`src/rtl/riscv_rf_pkg.sv`:
```
// Shared constants for the register-file access path.
// Widths, port direction codes and FSM state encoding.
package riscv_rf_pkg;

  localparam int XLEN       = 32;
  localparam int REG_ADDR_W = 5;

  localparam logic RF_READ  = 1'b1;
  localparam logic RF_WRITE = 1'b0;

  localparam logic [2:0] S_IDLE = 3'd0;
  localparam logic [2:0] S_RD1  = 3'd1;
  localparam logic [2:0] S_RD2  = 3'd2;
  localparam logic [2:0] S_CAP  = 3'd3;
  localparam logic [2:0] S_OUT  = 3'd4;

endpackage

```
`src/rtl/rf_operand_slot.sv`:
```
// One operand slot: latched source address, capture register,
// read-pending flag and write bypass compare.
import riscv_rf_pkg::*;

module rf_operand_slot (
  input  logic                  clk,
  input  logic                  reset,
  input  logic                  start,
  input  logic [REG_ADDR_W-1:0] start_addr,
  input  logic                  issue,
  input  logic                  drop,
  input  logic [XLEN-1:0]       rdata,
  input  logic                  wr_en,
  input  logic [REG_ADDR_W-1:0] wr_addr,
  input  logic [XLEN-1:0]       wr_data,
  output logic [REG_ADDR_W-1:0] addr,
  output logic [XLEN-1:0]       value
);

  logic pending;
  logic armed;
  logic hit;

  // Only writes after this slot's read issue can be missed by the read.
  assign hit = armed && wr_en && (wr_addr == addr) && (addr != '0);

  always_ff @(posedge clk or posedge reset) begin
    if (reset) begin
      addr    <= '0;
      value   <= '0;
      pending <= 1'b0;
      armed   <= 1'b0;
    end else if (start) begin
      addr    <= start_addr;
      value   <= '0;
      pending <= 1'b0;
      armed   <= 1'b0;
    end else begin
      pending <= issue;
      if (issue)
        armed <= 1'b1;
      else if (drop)
        armed <= 1'b0;
      if (hit)
        value <= wr_data;
      else if (pending)
        value <= (addr == '0) ? '0 : rdata;
    end
  end

endmodule

```
`src/rtl/regfile_access_ctrl.sv`:
```
// Sequences rs1/rs2 reads and rd writebacks over the single
// register-file port; writes always win the port.
import riscv_rf_pkg::*;

module regfile_access_ctrl (
  input  logic                  clk,
  input  logic                  reset,
  input  logic                  op_valid,
  output logic                  op_ready,
  input  logic [REG_ADDR_W-1:0] op_rs1,
  input  logic [REG_ADDR_W-1:0] op_rs2,
  output logic                  opnd_valid,
  input  logic                  opnd_ready,
  output logic [XLEN-1:0]       opnd_rs1_val,
  output logic [XLEN-1:0]       opnd_rs2_val,
  input  logic                  wb_valid,
  output logic                  wb_ready,
  input  logic [REG_ADDR_W-1:0] wb_rd,
  input  logic [XLEN-1:0]       wb_data,
  output logic                  rf_en,
  output logic                  rf_r_or_w,
  output logic [REG_ADDR_W-1:0] rf_read_addr,
  output logic [REG_ADDR_W-1:0] rf_write_addr,
  output logic [XLEN-1:0]       rf_wdata,
  input  logic [XLEN-1:0]       rf_rdata
);

  logic [2:0]            state;
  logic [2:0]            state_d;
  logic                  wr;
  logic                  accept;
  logic                  issue1;
  logic                  issue2;
  logic                  consume;
  logic [REG_ADDR_W-1:0] rs1_q;
  logic [REG_ADDR_W-1:0] rs2_q;

  assign op_ready   = !reset && (state == S_IDLE);
  assign wb_ready   = !reset;
  assign opnd_valid = (state == S_OUT);

  // x0 writes are consumed but never occupy the port.
  assign wr      = !reset && wb_valid && (wb_rd != '0);
  assign accept  = op_valid && op_ready;
  assign issue1  = (state == S_RD1) && !wr;
  assign issue2  = (state == S_RD2) && !wr;
  assign consume = opnd_valid && opnd_ready;

  always_comb begin
    state_d = state;
    unique case (1'b1)
      (state == S_IDLE): if (accept) state_d = S_RD1;
      (state == S_RD1):  if (issue1) state_d = S_RD2;
      (state == S_RD2):  if (issue2) state_d = S_CAP;
      (state == S_CAP):  state_d = S_OUT;
      (state == S_OUT):  if (consume) state_d = S_IDLE;
      default:           state_d = S_IDLE;
    endcase
  end

  always_ff @(posedge clk or posedge reset) begin
    if (reset)
      state <= S_IDLE;
    else
      state <= state_d;
  end

  always_comb begin
    rf_en         = 1'b0;
    rf_r_or_w     = RF_READ;
    rf_read_addr  = '0;
    rf_write_addr = '0;
    rf_wdata      = '0;
    if (wr) begin
      rf_en         = 1'b1;
      rf_r_or_w     = RF_WRITE;
      rf_write_addr = wb_rd;
      rf_wdata      = wb_data;
    end else if (issue1) begin
      rf_en        = 1'b1;
      rf_read_addr = rs1_q;
    end else if (issue2) begin
      rf_en        = 1'b1;
      rf_read_addr = rs2_q;
    end
  end

  rf_operand_slot u_rs1 (
    .clk        (clk),
    .reset      (reset),
    .start      (accept),
    .start_addr (op_rs1),
    .issue      (issue1),
    .drop       (consume),
    .rdata      (rf_rdata),
    .wr_en      (wr),
    .wr_addr    (wb_rd),
    .wr_data    (wb_data),
    .addr       (rs1_q),
    .value      (opnd_rs1_val)
  );

  rf_operand_slot u_rs2 (
    .clk        (clk),
    .reset      (reset),
    .start      (accept),
    .start_addr (op_rs2),
    .issue      (issue2),
    .drop       (consume),
    .rdata      (rf_rdata),
    .wr_en      (wr),
    .wr_addr    (wb_rd),
    .wr_data    (wb_data),
    .addr       (rs2_q),
    .value      (opnd_rs2_val)
  );

endmodule

```
`config.mk`:
```
export PLATFORM = sky130hd
export DESIGN_NAME = regfile_access_ctrl
export DESIGN_NICKNAME = d
export VERILOG_FILES = /design/src/rtl/riscv_rf_pkg.sv /design/src/rtl/rf_operand_slot.sv /design/src/rtl/regfile_access_ctrl.sv
export SDC_FILE = /design/constraint.sdc
export NUM_CORES = 1
export LEC_CHECK = 0
export BUFFER_PORTS_ARGS = -buffer_cell sky130_fd_sc_hd__buf_4
export CAP_MARGIN = 40
export CORE_AREA = 2 2 121 123
export CTS_CLUSTER_SIZE = 20
export DETAILED_ROUTE_END_ITERATION = 12
export DIE_AREA = 0 0 123 125
export GPL_TIMING_DRIVEN = 0
export PLACE_DENSITY = 0.66
export SETUP_SLACK_MARGIN = 0.02
export SLEW_MARGIN = 0
export SYNTH_ARGS = -nofsm -noshare
export SYNTH_HDL_FRONTEND = slang
export SYNTH_HIERARCHICAL = 1
export SYNTH_SLANG_ARGS = --single-unit
```
`constraint.sdc`:
```
create_clock -name clk -period 2.5 [get_ports clk]
set_input_delay 0 -clock clk [delete_from_list [all_inputs] [get_ports clk]]
set_output_delay 0 -clock clk [all_outputs]
set_load 0.05 [all_outputs]
```
After elaboration in Yosys (flattened, before gate mapping)
Cells that the tools add are included.
{ "word_totals": {"regBits": 81, "input_bits": 84, "output_inout_bits": 111, "elab_cells": 74} }
{ "op_classes": {"eq_ne": 10, "n_mux": 29, "reduce_logical": 26} }
{ "ops": {"columns": ["operator", "count"], "rows": [
  ["32-bit two-way mux", 9],
  ["5-bit two-way mux", 4],
  ["3-bit case mux with 5 select lines", 1],
  ["5-bit nonzero test", 3],
  ["1-bit logical AND", 13],
  ["3-bit two-way mux", 4],
  ["3-bit nonzero test", 4],
  ["1-bit two-way mux", 11],
  ["5-bit equality test", 2],
  ["5-bit zero test", 2],
  ["3-bit by 2-bit equality test with 1-bit output, second input constant", 2],
  ["2-bit by 1-bit inequality test with 1-bit output, second input constant", 3],
  ["4-bit AND reduction", 1],
  ["3-bit by 1-bit equality test with 1-bit output, second input constant", 1],
  ["3-bit equality test, second input constant", 1],
  ["3-bit zero test", 1],
  ["1-bit zero test", 2],
  ["2-bit inequality test, second input constant", 1]
]} }

Depth between registers and ports, before layout
{ "logic_depth": {"depth_word": 8, "ltp_mapped": 8, "depth_no_buf": 6} }

Cells and area by module
Netlist, hierarchy kept.
{ "modules_own_cells": {"columns": ["module", "n_inst", "cells_per_inst", "area_per_inst_um2", "seq_area_each_um2"], "rows": [
  ["rf_operand_slot", 2, 214, 2128.3, 975.9],
  ["regfile_access_ctrl", 1, 80, 566.8, 75.1]
]} }

Worst setup path before layout
Ideal clock, no wire load.
{ "synth_timing": {"kind": "reg2reg", "from": "reg state[0]", "to": "reg u_rs1.value[30]", "setup_ns": 0.126, "t_arrival_ns": 3.457, "required_time_ns": 2.374, "path_slack_ns": -1.083, "path_stages_with_launch": 9, "path_buffers": 3, "period_less_slack_ns": 3.583, "cell_sequence": "dfrtp_1 > clkbuf_1 > nor4_1 > and2_1 > clkbuf_1 > o21ba_4 > buf_6 > and3_1 > a221o_1"} }
{ "synth_via": {"elab_chain_len": 4, "word_cells_on_any_way": 5, "classes_between": "1 x mux; 4 x reduce/logical"} }
{ "synth_lines": {"columns": ["item", "line_no", "source"], "rows": [
  ["start, declared", "regfile_access_ctrl.sv:28", "logic [2:0] state;"],
  ["start signal, assigned", "regfile_access_ctrl.sv:65", "state <= state_d;"],
  ["3-bit zero test *", "regfile_access_ctrl.sv:38", "assign op_ready = !reset && (state == S_IDLE);"],
  ["1-bit logical AND *", "regfile_access_ctrl.sv:38", null],
  ["named net op_ready", "regfile_access_ctrl.sv:9", "output logic op_ready,"],
  ["1-bit logical AND *", "regfile_access_ctrl.sv:44", "assign accept = op_valid && op_ready;"],
  ["named net accept", "regfile_access_ctrl.sv:31", "logic accept;"],
  ["3-bit nonzero test (no line) or 32-bit two-way mux (tied branches)", null, null],
  ["end signal, assigned", "rf_operand_slot.sv:45", "value <= wr_data;"],
  ["end signal, assigned", "rf_operand_slot.sv:47", "value <= (addr == '0) ? '0 : rdata;"],
  ["end, declared", "rf_operand_slot.sv:17", "output logic [XLEN-1:0] value"]
]} }
The timed path passes the listed nets; every way through them passes the cells marked *.
A chain may end at the register's enable or synchronous reset.

Final worst setup path
{ "layout_timing": {"from": "reg u_rs1.addr[0]", "to": "reg u_rs1.value[11]"} }
{ "layout_via": {"elab_chain_len": 5, "word_cells_on_any_way": 10, "classes_between": "1 x eq/ne; 4 x mux; 5 x reduce/logical"} }
{ "layout_lines": {"columns": ["item", "line_no", "source"], "rows": [
  ["start, declared", "rf_operand_slot.sv:16", "output logic [REG_ADDR_W-1:0] addr,"],
  ["start signal, assigned", "rf_operand_slot.sv:34", "addr <= start_addr;"],
  ["5-bit zero test or 5-bit equality test (tied branches)", "rf_operand_slot.sv:47, rf_operand_slot.sv:25", null],
  ["32-bit two-way mux or 1-bit logical AND (tied branches)", "rf_operand_slot.sv:47, rf_operand_slot.sv:25", null],
  ["32-bit two-way mux or 1-bit logical AND (tied branches)", "rf_operand_slot.sv:46, rf_operand_slot.sv:25", null],
  ["32-bit two-way mux", "rf_operand_slot.sv:44", "if (hit)"],
  ["32-bit two-way mux", "rf_operand_slot.sv:33", "end else if (start) begin"]
]} }
Parallel ways exist; a longest one is shown, timed or not. The select of a mux whose other input is x is not followed.

==> results_dict.tcl <==
set metrics [dict create \
    outcome "finished clean" \
    cp.buffers_inverters 2 \
    total_power_w 0.009161 \
    met2_usage_pct 36.82 \
    fin_crit_ps 2391 \
    worst_slack_ps 109.0 \
    vias_per_cell 5.471 \
    cts.clk_slew.worst_paths_ps 60 \
    synth_largest_area_cell "dfrtp_1" \
    antenna_left 0 \
    arrival_ps 2610 \
    slowest_delay_ps 420 \
    timing.final.max_slew_violations 0 \
    seq_power_share_pct 25.9 \
    pwr-share-clk_pct 16.8 \
    layout_common_cells "buf_4 (198), dfrtp_1 (81), inv_1 (70)" \
    start_kind "flop" \
    rsz0062_at_grt "false" \
    htreeDepth 3 \
    synth_seq_cells 81 \
    hpwl_um 13050 \
    grt_max_degree 36 \
    p_sw_share_pct 48.40 \
    ys_warn_count 6 \
    wl_um 18190 \
    cts_made_buffers 9 \
    pin_count 195 \
    route.vias.total 5033 \
    drive_gt1_share_pct 35.46 \
    drt_iter0_drc 418 \
    busiest_layer "met2" \
    grt_pass1_vias 5038 \
    min_path_type "input port to flop" \
    relSlewSlack_pct 48.55 \
    diodes 0 \
    path_common_cell "clkbuf_1" \
    combinationalPowerShare_pct 57.3 \
    crit_family "simple AND/OR/NAND/NOR gates" \
    use_met1_pct 32.17 \
    p_sw_w 0.004434 \
    yosysTopAreaCellShare_pct 42.02 \
    core_sq_um 14200 \
    drcViolationCount 0 \
    start_util_pct 33.96 \
    synth_cells 508 \
    grt_use_met3_pct 3.467 \
    wl_per_cell_um 19.77 \
    syn_avg_cell_area_sq_um 9.495 \
    place_ws_ps -99.44 \
    r2r_end "u_rs1/value[11]" \
    worstPathMaxFanout 10 \
    synthesis.nets 592 \
    irDropWorstVdd_mv 0.5736 \
    end_kind "flop" \
    cts_tree "yes" \
    r2r-start "u_rs1/addr[0]" \
    area_growth_pct 46.51 \
    clockBufferDepth 2 \
    grt_overflow 0 \
    critPathLaunch "u_rs1/addr[0]" \
    worstPathRequired_ps 2720 \
    r2r_slack_ps 110 \
    dieWidth_um 123 \
    cts.sinks 81 \
    port_buffers 194 \
    fin_crit_sh_pct 95.64 \
    fmax_mhz 418.2 \
    fillers 1339 \
    antenna_found_initial 0 \
    reg2regPathDepth 6 \
    hold_violations 0 \
    worst_pin_slew_ps 770.2 \
    final_common_cell "buf_4" \
    fin_nets 815 \
    intPower_w 0.004727 \
    path_class "flop to flop" \
    netlist_top_cells_area "dfrtp_1 (42%), a221o_1 (13%), nor4_1 (8.4%)" \
    seq_area_frac_synth_pct 42.02 \
    gp_congestion 0.8331 \
    p_leak_nw 3.704 \
    clk_latency_ps 340 \
    setup_viol 0 \
    path_depth 6 \
    ys_types 30 \
    grt_pass1_wl_um 27360 \
    synth_area_sq_um 4823 \
    dr.pass1.iters 5 \
    max-cap-violations 0 \
    clock_skew_ps 5.112 \
    crit_chain "xnor2_1 -> nand4_1 -> or2_1 -> clkbuf_1 -> clkbuf_1 -> a221o_1" \
    tns_ps 0 \
    cp_slowest_cell "dfrtp_1" \
    crit_end "u_rs1/value[11]" \
    p_per_area_nw_per_um2 1296 \
    row_count 44 \
    die_height_um 125 \
    dieArea_sq_um 15380 \
    grtUsageTotal_pct 23.10 \
    cts_root_buf "clkbuf_16" \
]
sequential cells by signal, summed over array words and instances (netlist names):
register / flops
u_rs1/addr: 5
u_rs2/value: 32
u_rs1/value: 32
state: 3
u_rs2/addr: 5
u_rs1/armed: 1
u_rs2/armed: 1
u_rs2/pending: 1
u_rs1/pending: 1
stage by stage:
step	utilization (%)	cells	hold slack, ps	area, sq um
finish	49.75	920	28.22	7067
floorplan	-	508	-76.85	4838
CTS	49.51	916	20.13	7032
global placement	45.94	886	-61.49	6525
global route	49.75	920	35.86	7067
detailed placement	46.22	888	-57.78	6565
power by group through the flow:
stage | Clock, W | Sequential, W | Combinational (W)
floorplan | 0 | 0.00377 | 0.00209
global placement | 0 | 0.00238 | 0.00508
detailed placement | 0 | 0.00239 | 0.00517
CTS | 0.00157 | 0.00237 | 0.00520
global route | 0.00163 | 0.00244 | 0.00549
finish | 0.00154 | 0.00237 | 0.00525
synth_stat cells, drive strengths merged:
master,instances
mux2,11
o21bai,2
a21o,1
nand3,2
a22oi,5
o21a,1
nor2,11
and2,41
or4,3
nor3b,3
nand2b,2
clkbuf,32
and3,64
nand4,2
a21oi,2
a211oi,2
nor2b,3
o31ai,1
o31a,2
inv,72
o21ba,2
a221o,64
or2,2
dfrtp,81
o21ai,1
xnor2,11
nor4,65
buf,20
how the worst min path moves through the flow:
stage | to | cells past startpoint | start
2_1_floorplan | state[0] | 1 | reset
3_3_place_gp | state[1] | 2 | reset
3_5_place_dp | u_rs1/addr[3] | 2 | reset
4_1_cts | u_rs2/value[21] | 3 | rf_rdata[21]
5_1_grt | u_rs1/value[6] | 3 | rf_rdata[6]
6_report | u_rs2/value[21] | 3 | rf_rdata[21]
what timing repair did:
action / in CTS / in global routing
endpoints found under the hold margin: 92 / 0
setup endpoints to repair: 42 / 4
gates cloned: 0 / 0
resized for setup: 2 / 1
buffers inserted: 0 / 4
hold buffers: 12 / 0
cells by family after synthesis:
family / Yosys count / share of synthesized area [%]
AOI/OAI and AO/OA: 83 / 16.81
DFF: 81 / 42.02
and+or+nand+nor: 198 / 25.45
xor gates and xnor gates: 11 / 1.997
muxes: 11 / 2.646
buffers and inverters: 124 / 11.08
layout make-up:
type | count | area (sq um) | share of cell area [%]
Multi-Input combinational cell | 303 | 2282 | 32.29
Sequential cell | 81 | 2027 | 28.68
Timing Repair Buffer | 212 | 1647 | 23.30
Inverter | 72 | 270.3 | 3.824
Buffer | 52 | 266.5 | 3.771
Clock buffer | 10 | 239.0 | 3.382
Tap cell | 184 | 230.2 | 3.258
Clock inverter | 6 | 105.1 | 1.487
worst reg2reg max path, delay by kind of cell (launching register included):
kind	cells	cell delay [ps]
AND/OR/NAND/NOR	2	770
buffers and inverters	2	470
flip-flops	1	420
AO/OA/AOI/OAI	1	400
XOR/XNOR	1	210
metal layers:
| metal | up-vias | wire length (um) |
|---|---|---|
| met5 | - | 0 |
| met4 | 0 | 325 |
| met3 | 26 | 1309 |
| met2 | 242 | 8621 |
| met1 | 2451 | 7933 |
| li1 | 2314 | - |
Note: power is estimated with default switching activity, not from simulation.
